## config.mk

```make
export PLATFORM = sky130hd
export DESIGN_NAME = ucode_mem_arbiter_flat
export DESIGN_NICKNAME = d
export VERILOG_FILES = /design/src/rtl/ucode_mem_arbiter_if.sv /design/src/rtl/ucode_mem_arbiter.sv /design/src/flat_wrapper.sv
export SDC_FILE = /design/constraint.sdc
export NUM_CORES = 1
export LEC_CHECK = 0
export ABC_AREA = 1
export BUFFER_PORTS_ARGS = -buffer_cell sky130_fd_sc_hd__clkbuf_2
export CAP_MARGIN = 20
export CORE_ASPECT_RATIO = 0.75
export CORE_MARGIN = 2
export CORE_UTILIZATION = 45
export DETAILED_ROUTE_END_ITERATION = 10
export GPL_ROUTABILITY_DRIVEN = 0
export GPL_TIMING_DRIVEN = 1
export PLACE_DENSITY_LB_ADDON = 0.2
export SLEW_MARGIN = 15
export SYNTH_ARGS = -nofsm -noshare
export SYNTH_HDL_FRONTEND = slang
export SYNTH_SLANG_ARGS = --single-unit
```

## constraint.sdc

```tcl
create_clock -name i_clk -period 1.9 [get_ports i_clk]
set_input_delay 0.38 -clock i_clk [delete_from_list [all_inputs] [get_ports i_clk]]
set_output_delay 0.38 -clock i_clk [all_outputs]
set_load 0.02 [all_outputs]
```

## src/rtl/ucode_mem_arbiter_if.sv

```systemverilog
// Request/response and memory-side signals of the uCode memory arbiter.
// slave = arbiter side, master = requester/memory side.
interface ucode_mem_arbiter_if #(
    parameter int DATA_SZ = 16,
    parameter int ADDR_SZ = 10
);
    logic               i_cpu_req;
    logic               i_cpu_wr;
    logic [ADDR_SZ-1:0] i_cpu_addr;
    logic [DATA_SZ-1:0] i_cpu_wdata;
    logic               o_cpu_ack;
    logic [DATA_SZ-1:0] o_cpu_rdata;

    logic               i_host_req;
    logic               i_host_wr;
    logic [ADDR_SZ-1:0] i_host_addr;
    logic [DATA_SZ-1:0] i_host_wdata;
    logic               o_host_ack;
    logic [DATA_SZ-1:0] o_host_rdata;
    logic               o_host_err;

    logic               o_mem_wr;
    logic [ADDR_SZ-1:0] o_mem_waddr;
    logic [DATA_SZ-1:0] o_mem_wdata;
    logic [ADDR_SZ-1:0] o_mem_raddr;
    logic [DATA_SZ-1:0] i_mem_rdata;
    logic               o_busy;

    modport slave (
        input  i_cpu_req, i_cpu_wr, i_cpu_addr, i_cpu_wdata,
        input  i_host_req, i_host_wr, i_host_addr, i_host_wdata,
        input  i_mem_rdata,
        output o_cpu_ack, o_cpu_rdata,
        output o_host_ack, o_host_rdata, o_host_err,
        output o_mem_wr, o_mem_waddr, o_mem_wdata, o_mem_raddr, o_busy
    );

    modport master (
        output i_cpu_req, i_cpu_wr, i_cpu_addr, i_cpu_wdata,
        output i_host_req, i_host_wr, i_host_addr, i_host_wdata,
        output i_mem_rdata,
        input  o_cpu_ack, o_cpu_rdata,
        input  o_host_ack, o_host_rdata, o_host_err,
        input  o_mem_wr, o_mem_waddr, o_mem_wdata, o_mem_raddr, o_busy
    );
endinterface

```

## src/rtl/ucode_mem_arbiter.sv

```systemverilog
// CPU-priority arbiter for the shared uCode RAM, host progress bounded by HOST_WAIT_MAX; host write protect via UCODE_WRITE_PROTECT_EN.
// Grant->ack 2 cycles, one transaction per 3 cycles; requesters hold req until their ack.
module ucode_mem_arbiter #(
    parameter int DATA_SZ       = 16,
    parameter int ADDR_SZ       = 10,
    parameter int HOST_WAIT_MAX = 4,
    parameter int PROTECT_TOP   = 'h100
) (
    input  logic               i_clk,
    input  logic               i_rst,
    ucode_mem_arbiter_if.slave io_bus
);
`ifdef UCODE_WRITE_PROTECT_EN
    localparam bit WP_EN = 1'b1;
`else
    localparam bit WP_EN = 1'b0;
`endif
    localparam logic [7:0]         HWM = 8'(HOST_WAIT_MAX);
    localparam logic [ADDR_SZ-1:0] PT  = ADDR_SZ'(PROTECT_TOP);

    typedef enum logic [1:0] {
        ST_IDLE   = 2'd0,
        ST_ACCESS = 2'd1,
        ST_DONE   = 2'd2
    } state_t;

    state_t             r_state;
    state_t             w_next;
    logic               r_win_host;
    logic               r_wr;
    logic [ADDR_SZ-1:0] r_addr;
    logic [DATA_SZ-1:0] r_wdata;
    logic [DATA_SZ-1:0] r_cpu_rdata;
    logic [DATA_SZ-1:0] r_host_rdata;
    logic [7:0]         r_starve;
    logic               w_grant;
    logic               w_host_win;
    logic               w_protect;

    always_comb begin
        w_grant    = io_bus.i_host_req || io_bus.i_cpu_req;
        w_host_win = io_bus.i_host_req && (!io_bus.i_cpu_req || (r_starve == HWM));
        w_protect  = WP_EN && r_win_host && r_wr && (r_addr < PT);
    end

    always_ff @(posedge i_clk) begin
        if (i_rst) r_state <= ST_IDLE;
        else       r_state <= w_next;
    end

    always_comb begin
        w_next = r_state;
        case (r_state)
            ST_IDLE:   if (w_grant) w_next = ST_ACCESS;
            ST_ACCESS: w_next = ST_DONE;
            ST_DONE:   w_next = ST_IDLE;
            default:   w_next = ST_IDLE;
        endcase
    end

    always_ff @(posedge i_clk) begin
        if (i_rst) begin
            r_win_host   <= 1'b0;
            r_wr         <= 1'b0;
            r_addr       <= '0;
            r_wdata      <= '0;
            r_cpu_rdata  <= '0;
            r_host_rdata <= '0;
            r_starve     <= 8'd0;
        end else begin
            if (r_state == ST_IDLE) begin
                if (w_grant) begin
                    r_win_host <= w_host_win;
                    r_wr       <= w_host_win ? io_bus.i_host_wr    : io_bus.i_cpu_wr;
                    r_addr     <= w_host_win ? io_bus.i_host_addr  : io_bus.i_cpu_addr;
                    r_wdata    <= w_host_win ? io_bus.i_host_wdata : io_bus.i_cpu_wdata;
                end
                // Falling through to the increment means host is waiting and CPU just won.
                if ((w_grant && w_host_win) || !io_bus.i_host_req)
                    r_starve <= 8'd0;
                else if (r_starve != HWM)
                    r_starve <= r_starve + 8'd1;
            end
            if (r_state == ST_DONE && !r_wr) begin
                if (r_win_host) r_host_rdata <= io_bus.i_mem_rdata;
                else            r_cpu_rdata  <= io_bus.i_mem_rdata;
            end
        end
    end

    always_comb begin
        io_bus.o_cpu_ack   = 1'b0;
        io_bus.o_host_ack  = 1'b0;
        io_bus.o_host_err  = 1'b0;
        io_bus.o_mem_wr    = 1'b0;
        io_bus.o_mem_waddr = '0;
        io_bus.o_mem_wdata = '0;
        io_bus.o_mem_raddr = '0;
        io_bus.o_busy      = 1'b0;
        case (r_state)
            ST_ACCESS: begin
                io_bus.o_busy      = 1'b1;
                io_bus.o_mem_raddr = r_addr;
                if (r_wr && !w_protect) begin
                    io_bus.o_mem_wr    = 1'b1;
                    io_bus.o_mem_waddr = r_addr;
                    io_bus.o_mem_wdata = r_wdata;
                end
            end
            ST_DONE: begin
                io_bus.o_busy     = 1'b1;
                io_bus.o_cpu_ack  = !r_win_host;
                io_bus.o_host_ack = r_win_host;
                io_bus.o_host_err = w_protect;
            end
            default: ;
        endcase
    end

    assign io_bus.o_cpu_rdata  = r_cpu_rdata;
    assign io_bus.o_host_rdata = r_host_rdata;
endmodule

```

## src/flat_wrapper.sv

```systemverilog
// flat-port wrapper written by rule: the top's interface ports become plain ports
module ucode_mem_arbiter_flat 
#(
    parameter int DATA_SZ       = 16,
    parameter int ADDR_SZ       = 10,
    parameter int HOST_WAIT_MAX = 4,
    parameter int PROTECT_TOP   = 'h100
)
  (i_clk, i_rst, io_bus_i_cpu_req, io_bus_i_cpu_wr, io_bus_i_cpu_addr, io_bus_i_cpu_wdata, io_bus_i_host_req, io_bus_i_host_wr, io_bus_i_host_addr, io_bus_i_host_wdata, io_bus_i_mem_rdata, io_bus_o_cpu_ack, io_bus_o_cpu_rdata, io_bus_o_host_ack, io_bus_o_host_rdata, io_bus_o_host_err, io_bus_o_mem_wr, io_bus_o_mem_waddr, io_bus_o_mem_wdata, io_bus_o_mem_raddr, io_bus_o_busy);
  ucode_mem_arbiter_if #(.DATA_SZ(DATA_SZ), .ADDR_SZ(ADDR_SZ)) io_bus_i ();
  input  logic i_clk;
  input  logic i_rst;
  input wire logic [$bits(io_bus_i.i_cpu_req)-1:0] io_bus_i_cpu_req;
  input wire logic [$bits(io_bus_i.i_cpu_wr)-1:0] io_bus_i_cpu_wr;
  input wire logic [$bits(io_bus_i.i_cpu_addr)-1:0] io_bus_i_cpu_addr;
  input wire logic [$bits(io_bus_i.i_cpu_wdata)-1:0] io_bus_i_cpu_wdata;
  input wire logic [$bits(io_bus_i.i_host_req)-1:0] io_bus_i_host_req;
  input wire logic [$bits(io_bus_i.i_host_wr)-1:0] io_bus_i_host_wr;
  input wire logic [$bits(io_bus_i.i_host_addr)-1:0] io_bus_i_host_addr;
  input wire logic [$bits(io_bus_i.i_host_wdata)-1:0] io_bus_i_host_wdata;
  input wire logic [$bits(io_bus_i.i_mem_rdata)-1:0] io_bus_i_mem_rdata;
  output wire logic [$bits(io_bus_i.o_cpu_ack)-1:0] io_bus_o_cpu_ack;
  output wire logic [$bits(io_bus_i.o_cpu_rdata)-1:0] io_bus_o_cpu_rdata;
  output wire logic [$bits(io_bus_i.o_host_ack)-1:0] io_bus_o_host_ack;
  output wire logic [$bits(io_bus_i.o_host_rdata)-1:0] io_bus_o_host_rdata;
  output wire logic [$bits(io_bus_i.o_host_err)-1:0] io_bus_o_host_err;
  output wire logic [$bits(io_bus_i.o_mem_wr)-1:0] io_bus_o_mem_wr;
  output wire logic [$bits(io_bus_i.o_mem_waddr)-1:0] io_bus_o_mem_waddr;
  output wire logic [$bits(io_bus_i.o_mem_wdata)-1:0] io_bus_o_mem_wdata;
  output wire logic [$bits(io_bus_i.o_mem_raddr)-1:0] io_bus_o_mem_raddr;
  output wire logic [$bits(io_bus_i.o_busy)-1:0] io_bus_o_busy;
  assign io_bus_i.i_cpu_req = io_bus_i_cpu_req;
  assign io_bus_i.i_cpu_wr = io_bus_i_cpu_wr;
  assign io_bus_i.i_cpu_addr = io_bus_i_cpu_addr;
  assign io_bus_i.i_cpu_wdata = io_bus_i_cpu_wdata;
  assign io_bus_i.i_host_req = io_bus_i_host_req;
  assign io_bus_i.i_host_wr = io_bus_i_host_wr;
  assign io_bus_i.i_host_addr = io_bus_i_host_addr;
  assign io_bus_i.i_host_wdata = io_bus_i_host_wdata;
  assign io_bus_i.i_mem_rdata = io_bus_i_mem_rdata;
  assign io_bus_o_cpu_ack = io_bus_i.o_cpu_ack;
  assign io_bus_o_cpu_rdata = io_bus_i.o_cpu_rdata;
  assign io_bus_o_host_ack = io_bus_i.o_host_ack;
  assign io_bus_o_host_rdata = io_bus_i.o_host_rdata;
  assign io_bus_o_host_err = io_bus_i.o_host_err;
  assign io_bus_o_mem_wr = io_bus_i.o_mem_wr;
  assign io_bus_o_mem_waddr = io_bus_i.o_mem_waddr;
  assign io_bus_o_mem_wdata = io_bus_i.o_mem_wdata;
  assign io_bus_o_mem_raddr = io_bus_i.o_mem_raddr;
  assign io_bus_o_busy = io_bus_i.o_busy;
  ucode_mem_arbiter #(.DATA_SZ(DATA_SZ), .ADDR_SZ(ADDR_SZ), .HOST_WAIT_MAX(HOST_WAIT_MAX), .PROTECT_TOP(PROTECT_TOP)) u_core (.i_clk(i_clk), .i_rst(i_rst), .io_bus(io_bus_i));
endmodule
```

== Word-level counts from Yosys, hierarchy flattened ==
Index checks and enable logic that the tools add are counted.
Word-level totals
  bits in registers: 70
  input bits: 74
  logic and storage cells: 49
  output and inout port bits: 73
Operators by class
  muxes and demuxes: 17
  eq/ne operators: 5
  bitwise logic cells: 1
  reduce and logical (&&, ||, !) cells: 17
  add/sub/neg operators: 1
Operators with widths (count)
  $mux W16: 3
  $mux W10: 4
  $mux W8: 2
  $add A8 B1 Y8 const B: 1
  $eq A8 B3 Y1 const B: 1
  $ne A8 B3 Y1 const B: 1
  $reduce_and A2 Y1: 4
  $mux W1: 6
  $logic_not A1 Y1: 4
  $pmux W2 S2: 1
  $logic_and A1 B1 Y1: 3
  $logic_or A1 B1 Y1: 3
  $eq A2 B1 Y1 const B: 1
  $eq A2 B2 Y1 const B: 1
  $logic_not A2 Y1: 1
  $mux W2: 1
  $ne A2 B1 Y1 const B: 1
  $reduce_bool A2 Y1: 1
  $reduce_or A2 Y1: 1
  $not A1 Y1: 1

== Depth between registers and ports, before layout ==
  word-level depth: 7
  depth in mapped cells: 11
  depth with buffers taken out: 9

== Worst setup path before layout ==
No wires, ideal clock.
  kind: flip-flop to output port
  start: reg u_core.r_state[1]
  end: out io_bus_o_mem_wdata[10]
  data required time: 1520 ps
  path buffers: 1
  slack: 306 ps
  stages on the path, launching flop included: 6
  data arrival time: 1214 ps
  cell sequence: dfxtp_1 > inv_1 > ha_1 > nand2_1 > clkbuf_1 > nor2_1
On the way
  longest elaborated chain between the ends: 2
RTL lines
  start: declaration: line ucode_mem_arbiter.sv:27  | state_t r_state;
  start signal: assignment: line ucode_mem_arbiter.sv:48  | else r_state <= w_next;
  $eq A2 B1 Y1: line ucode_mem_arbiter.sv:100  | case (r_state)
  $mux W16: line ucode_mem_arbiter.sv:100
  end: declaration: line flat_wrapper.sv:29  | output wire logic [$bits(io_bus_i.o_mem_wdata)-1:0] io_bus_o_mem_wdata;
Every way passes these cells.

== Worst setup path in the final report ==
  start: reg u_core.r_state[1]
  end: out io_bus_o_mem_wdata[1]
The elaborated chain is that of the path after synthesis.

==> metrics.log <==
[metrics] Routed Antenna Nets: 0
[metrics] largest net degree at the start of global routing: 30
[metrics] top area cells in the synthesized netlist: sky130_fd_sc_hd__dfxtp_1 42%, sky130_fd_sc_hd__nand3_1 11%, sky130_fd_sc_hd__nand2_1 10%, sky130_fd_sc_hd__inv_1 8.5%, sky130_fd_sc_hd__nor2_1 8.1%
[metrics] FF-to-FF Start: u_core.r_state[0]$_SDFFE_PP0P_
[metrics] Slew Limit Headroom: a little under two thirds
[metrics] sequential cell area fraction in the yosys report: 42.2%
[metrics] internal power component: 2.50 mW
[metrics] count of antenna diodes in the layout: 0
[metrics] register-to-register setup slack: 240 ps
[metrics] number of flops mapped to enable cells by yosys: 0
[metrics] DR WL/cell: around 12 um
[metrics] total vias in the final route: 3,533
[metrics] number of maximum-capacitance constraint violations: 0
[metrics] Gate power share: between 20% and 30%
[metrics] Power Dens Cells: around 820 nW/um2
[metrics] clock buffers created by TritonCTS: 9
[metrics] via count of the first global-routing pass: 3,112
[metrics] final instance area: ~4500 um2
[metrics] largest fanout on the critical path: 13
[metrics] vertical die dimension: between 70 and 80 um
[metrics] setup repair after global routing missed its margin: true
[metrics] sequential share of power: roughly 45%
[metrics] Layout Nets: 719
[metrics] total area of sequential cells: 1400 um2
[metrics] die boundary width: 103 um
[metrics] longest individual stage delay on the worst path: roughly 330 ps
[metrics] number of DRC markers after the initial detailed-route iteration: 144
[metrics] setup violators final: 0
[metrics] fillcell total: 707
[metrics] Avg Synthesized Cell Area: between 6 and 7 um2
[metrics] power share of the clock group: between 30% and 40%
[metrics] cell taking the most area after synthesis: sky130_fd_sc_hd__dfxtp_1
[metrics] drt total wl: 8.98 mm
[metrics] maximum operating frequency: 0.549 GHz
[metrics] CTS tree: yes
[metrics] Crit Reg-Reg Endpoint: u_core.io_bus.o_host_rdata[13]$_SDFFE_PP0P_
[metrics] crit path capture type: primary output
[metrics] peak supply drop: between 0.0004 and 0.0005 V
[metrics] Total Power Consumption: roughly 3.7 mW
[metrics] number of levels the H-tree was split into: 3
[metrics] class of the tightest hold or removal check: input port to flip-flop
[metrics] clock insertion delay at the later pin of the skew report: about 340 ps
[metrics] Die Outline Area: 8090 um2
[metrics] number of warning messages in the yosys log: 0
[metrics] CORE AREA: roughly 7200 um2
[metrics] number of buffers inserted by port buffering: 145
[metrics] CP Launch Type: flip-flop
[metrics] area fraction of the dominant cell type after synthesis: between 40% and 50%
[metrics] data required time of the critical path: 1520 ps
[metrics] smallest hold slack: between 200 and 300 ps
[metrics] Mapped Nets: approximately 580
[metrics] DRC Markers: 0
[metrics] Synth Register Bits: 70
[metrics] synthesized cell area: roughly 3300 um2
[metrics] commonest cells in the synthesized netlist: 90 x sky130_fd_sc_hd__nand2_1, 75 x sky130_fd_sc_hd__inv_1, 75 x sky130_fd_sc_hd__nand3_1
[metrics] beginning of the worst hold path: io_bus_i_mem_rdata[14]
[metrics] routed vias/inst: between 4 and 5
[metrics] worst-case clock buffer depth: 2
[metrics] time the final worst path needs with I/O delays and setup: between 1500 and 2000 ps
[metrics] switching part of the total power: between 30% and 40%
[metrics] most common flop cell mapped by yosys: sky130_fd_sc_hd__dfxtp_1
[metrics] hold-fix buffer count after cts: 0
[metrics] pin slew with the least headroom to its limit: 548 ps
[metrics] wire length of the first global-routing pass: 13.9 mm
[metrics] crit path DAT: ~1400 ps
[metrics] count of final max-slew check failures: 0
[metrics] clk_skew: approximately 13 ps
[metrics] antenna violations before repair: 0
[metrics] most common cell in the netlist: sky130_fd_sc_hd__nand2_1
[metrics] # IOs: between 100 and 150
[metrics] Congestion Overflow GR: 0
[metrics] WHS Path Cells: 3
[metrics] length in cells of the worst reg-to-reg path: 7
[metrics] power spent charging and discharging nets: roughly 1.2 mW
[metrics] sum of negative setup slack: 0 ps
[metrics] TritonRoute pass-1 iters: 5
[metrics] number of hold-slack violations in the final timing report: 0
[metrics] area overhead of the layout relative to synthesis: 34.7%
[metrics] Leak Pwr: about 2.4 nW
[metrics] outcome: complete, no violations
[metrics] clock tree root driver cell: sky130_fd_sc_hd__clkbuf_8
[metrics] type of the worst setup path: flip-flop to primary output
[metrics] end point of the most critical hold path: u_core.io_bus.o_host_rdata[14]$_SDFFE_PP0P_
[metrics] distinct cell type count of the synthesized netlist: 24
[metrics] fraction of final layout cells sized beyond drive strength 1: just under 30%
[metrics] clock transition at the registers of the reported paths: around 80 ps
[metrics] footprint of the multi-input gates: around 1500 um2
[metrics] overall global routing resource usage: between 20 and 25%
[metrics] cell-by-cell trace of the critical path: inv_2 -> ha_4 -> nand2_4 -> clkbuf_16 -> nor2_1 -> clkbuf_2
[metrics] number of sinks handled by clock tree synthesis: 70
[metrics] placed cell areas: ~4200 um2
[metrics] ys async rst share: 0%
[metrics] instance count of the mapped netlist: just under 500
[metrics] Critical-path top delay cell: sky130_fd_sc_hd__dfxtp_1
[metrics] Layout Utilization: 61.9%
[metrics] placement row count: 27
[metrics] starting density of the core: approximately 46%
[metrics] DP HPWL: between 6 and 7 mm
[metrics] post-route fraction of the period consumed by the critical path: 95.9%
==> sequential cells by signal, indices dropped and copies added (netlist names) <==
name	cells
u_core.r_wdata	16
u_core.r_starve	8
u_core.io_bus.o_cpu_rdata	16
u_core.r_wr	1
u_core.io_bus.o_host_rdata	16
u_core.r_win_host	1
u_core.r_addr	10
u_core.r_state	2
==> layer usage <==
| metal | part of all wire (%) | wire, um | global-route usage, % | vias to the layer above |
|---|---|---|---|---|
| met5 | 0 | 0 | 0 | - |
| met4 | 1.3 | 118 | 7.50 | 0 |
| met1 | 47 | 4230 | 28.7 | 1571 |
| met2 | 45 | 4080 | 33.6 | 116 |
| met3 | 6.2 | 553 | 5.25 | 10 |
| li1 | - | - | - | 1836 |
==> layout by cell type (no fill, tap or decap), types with 4 or more instances in the layout <==
| cell type | instances |
|---|---|
| sky130_fd_sc_hd__inv_1 | 74 |
| sky130_fd_sc_hd__nand2_1 | 89 |
| sky130_fd_sc_hd__buf_4 | 18 |
| sky130_fd_sc_hd__clkbuf_8 | 9 |
| sky130_fd_sc_hd__nor2_2 | 6 |
| sky130_fd_sc_hd__xor2_1 | 5 |
| sky130_fd_sc_hd__clkbuf_2 | 134 |
| sky130_fd_sc_hd__buf_2 | 4 |
| sky130_fd_sc_hd__nand3_1 | 75 |
| sky130_fd_sc_hd__ha_1 | 4 |
| sky130_fd_sc_hd__a21oi_1 | 46 |
| sky130_fd_sc_hd__nor2_1 | 66 |
| sky130_fd_sc_hd__o21ai_0 | 19 |
| sky130_fd_sc_hd__dfxtp_1 | 70 |
==> cell families after synthesis <==
group,share of synthesized area (%)
AO/OA/AOI/OAI,10.6
other,0.113
buffers and inverters,12.7
AND/OR/NAND/NOR,30.7
adder cells (fa/ha/maj),1.88
XOR/XNOR,1.85
flip-flops,42.2
==> area by class of cell <==
type	count	share of cell area, %
multi-input cells	322	34.4
clock inverters	7	1.79
inverters	77	6.46
flip-flops and latches	70	31.3
repair buffers	160	20.5
well taps	101	2.82
clock buffers	9	2.77
==> through the flow <==
stage          worst slack [ps]  cells
2_1_floorplan               306    497
3_3_place_gp               -187    728
3_5_place_dp               -267    728
4_1_cts                   -1.32    744
5_1_grt                   -2.33    746
6_report                   77.4    746
==> power by group through the flow <==
| stage | Combinational, mW | Clock (mW) | Sequential [mW] |
|---|---|---|---|
| CTS | 0.761 | 1.26 | 1.63 |
| global route | 0.884 | 1.33 | 1.65 |
| detailed placement | 0.756 | 0 | 1.67 |
| finish | 0.788 | 1.22 | 1.64 |
| floorplan | 0.479 | 0 | 1.68 |
| global placement | 0.742 | 0 | 1.66 |
==> timing repair <==
action	4_1_cts	5_1_grt
cloned	0	2
buffers inserted	0	0
resized for setup	2	31
endpoints found under the setup margin	43	46
==> worst max-delay path by stage <==
stage,start,to
after CTS,u_core.r_state[1]$_SDFFE_PP0P_,io_bus_o_mem_waddr[7]
final,u_core.r_state[1]$_SDFFE_PP0P_,io_bus_o_mem_wdata[1]
after global placement,u_core.r_state[0]$_SDFFE_PP0P_,u_core.io_bus.o_host_rdata[4]$_SDFFE_PP0P_
after global routing,u_core.r_state[1]$_SDFFE_PP0P_,io_bus_o_mem_wdata[4]
after floorplan,u_core.r_state[1]$_SDFFE_PP0P_,io_bus_o_mem_wdata[10]
after detailed placement,u_core.r_state[0]$_SDFFE_PP0P_,u_core.io_bus.o_host_rdata[13]$_SDFFE_PP0P_
==> worst max-delay path, delay by kind of cell (launching register included) <==
kind	cells	cell delay [ps]
fa+ha+maj	1	150
simple gates	2	180
buf+inv	3	450
flops	1	330
Power figures use the tool's default switching activity.
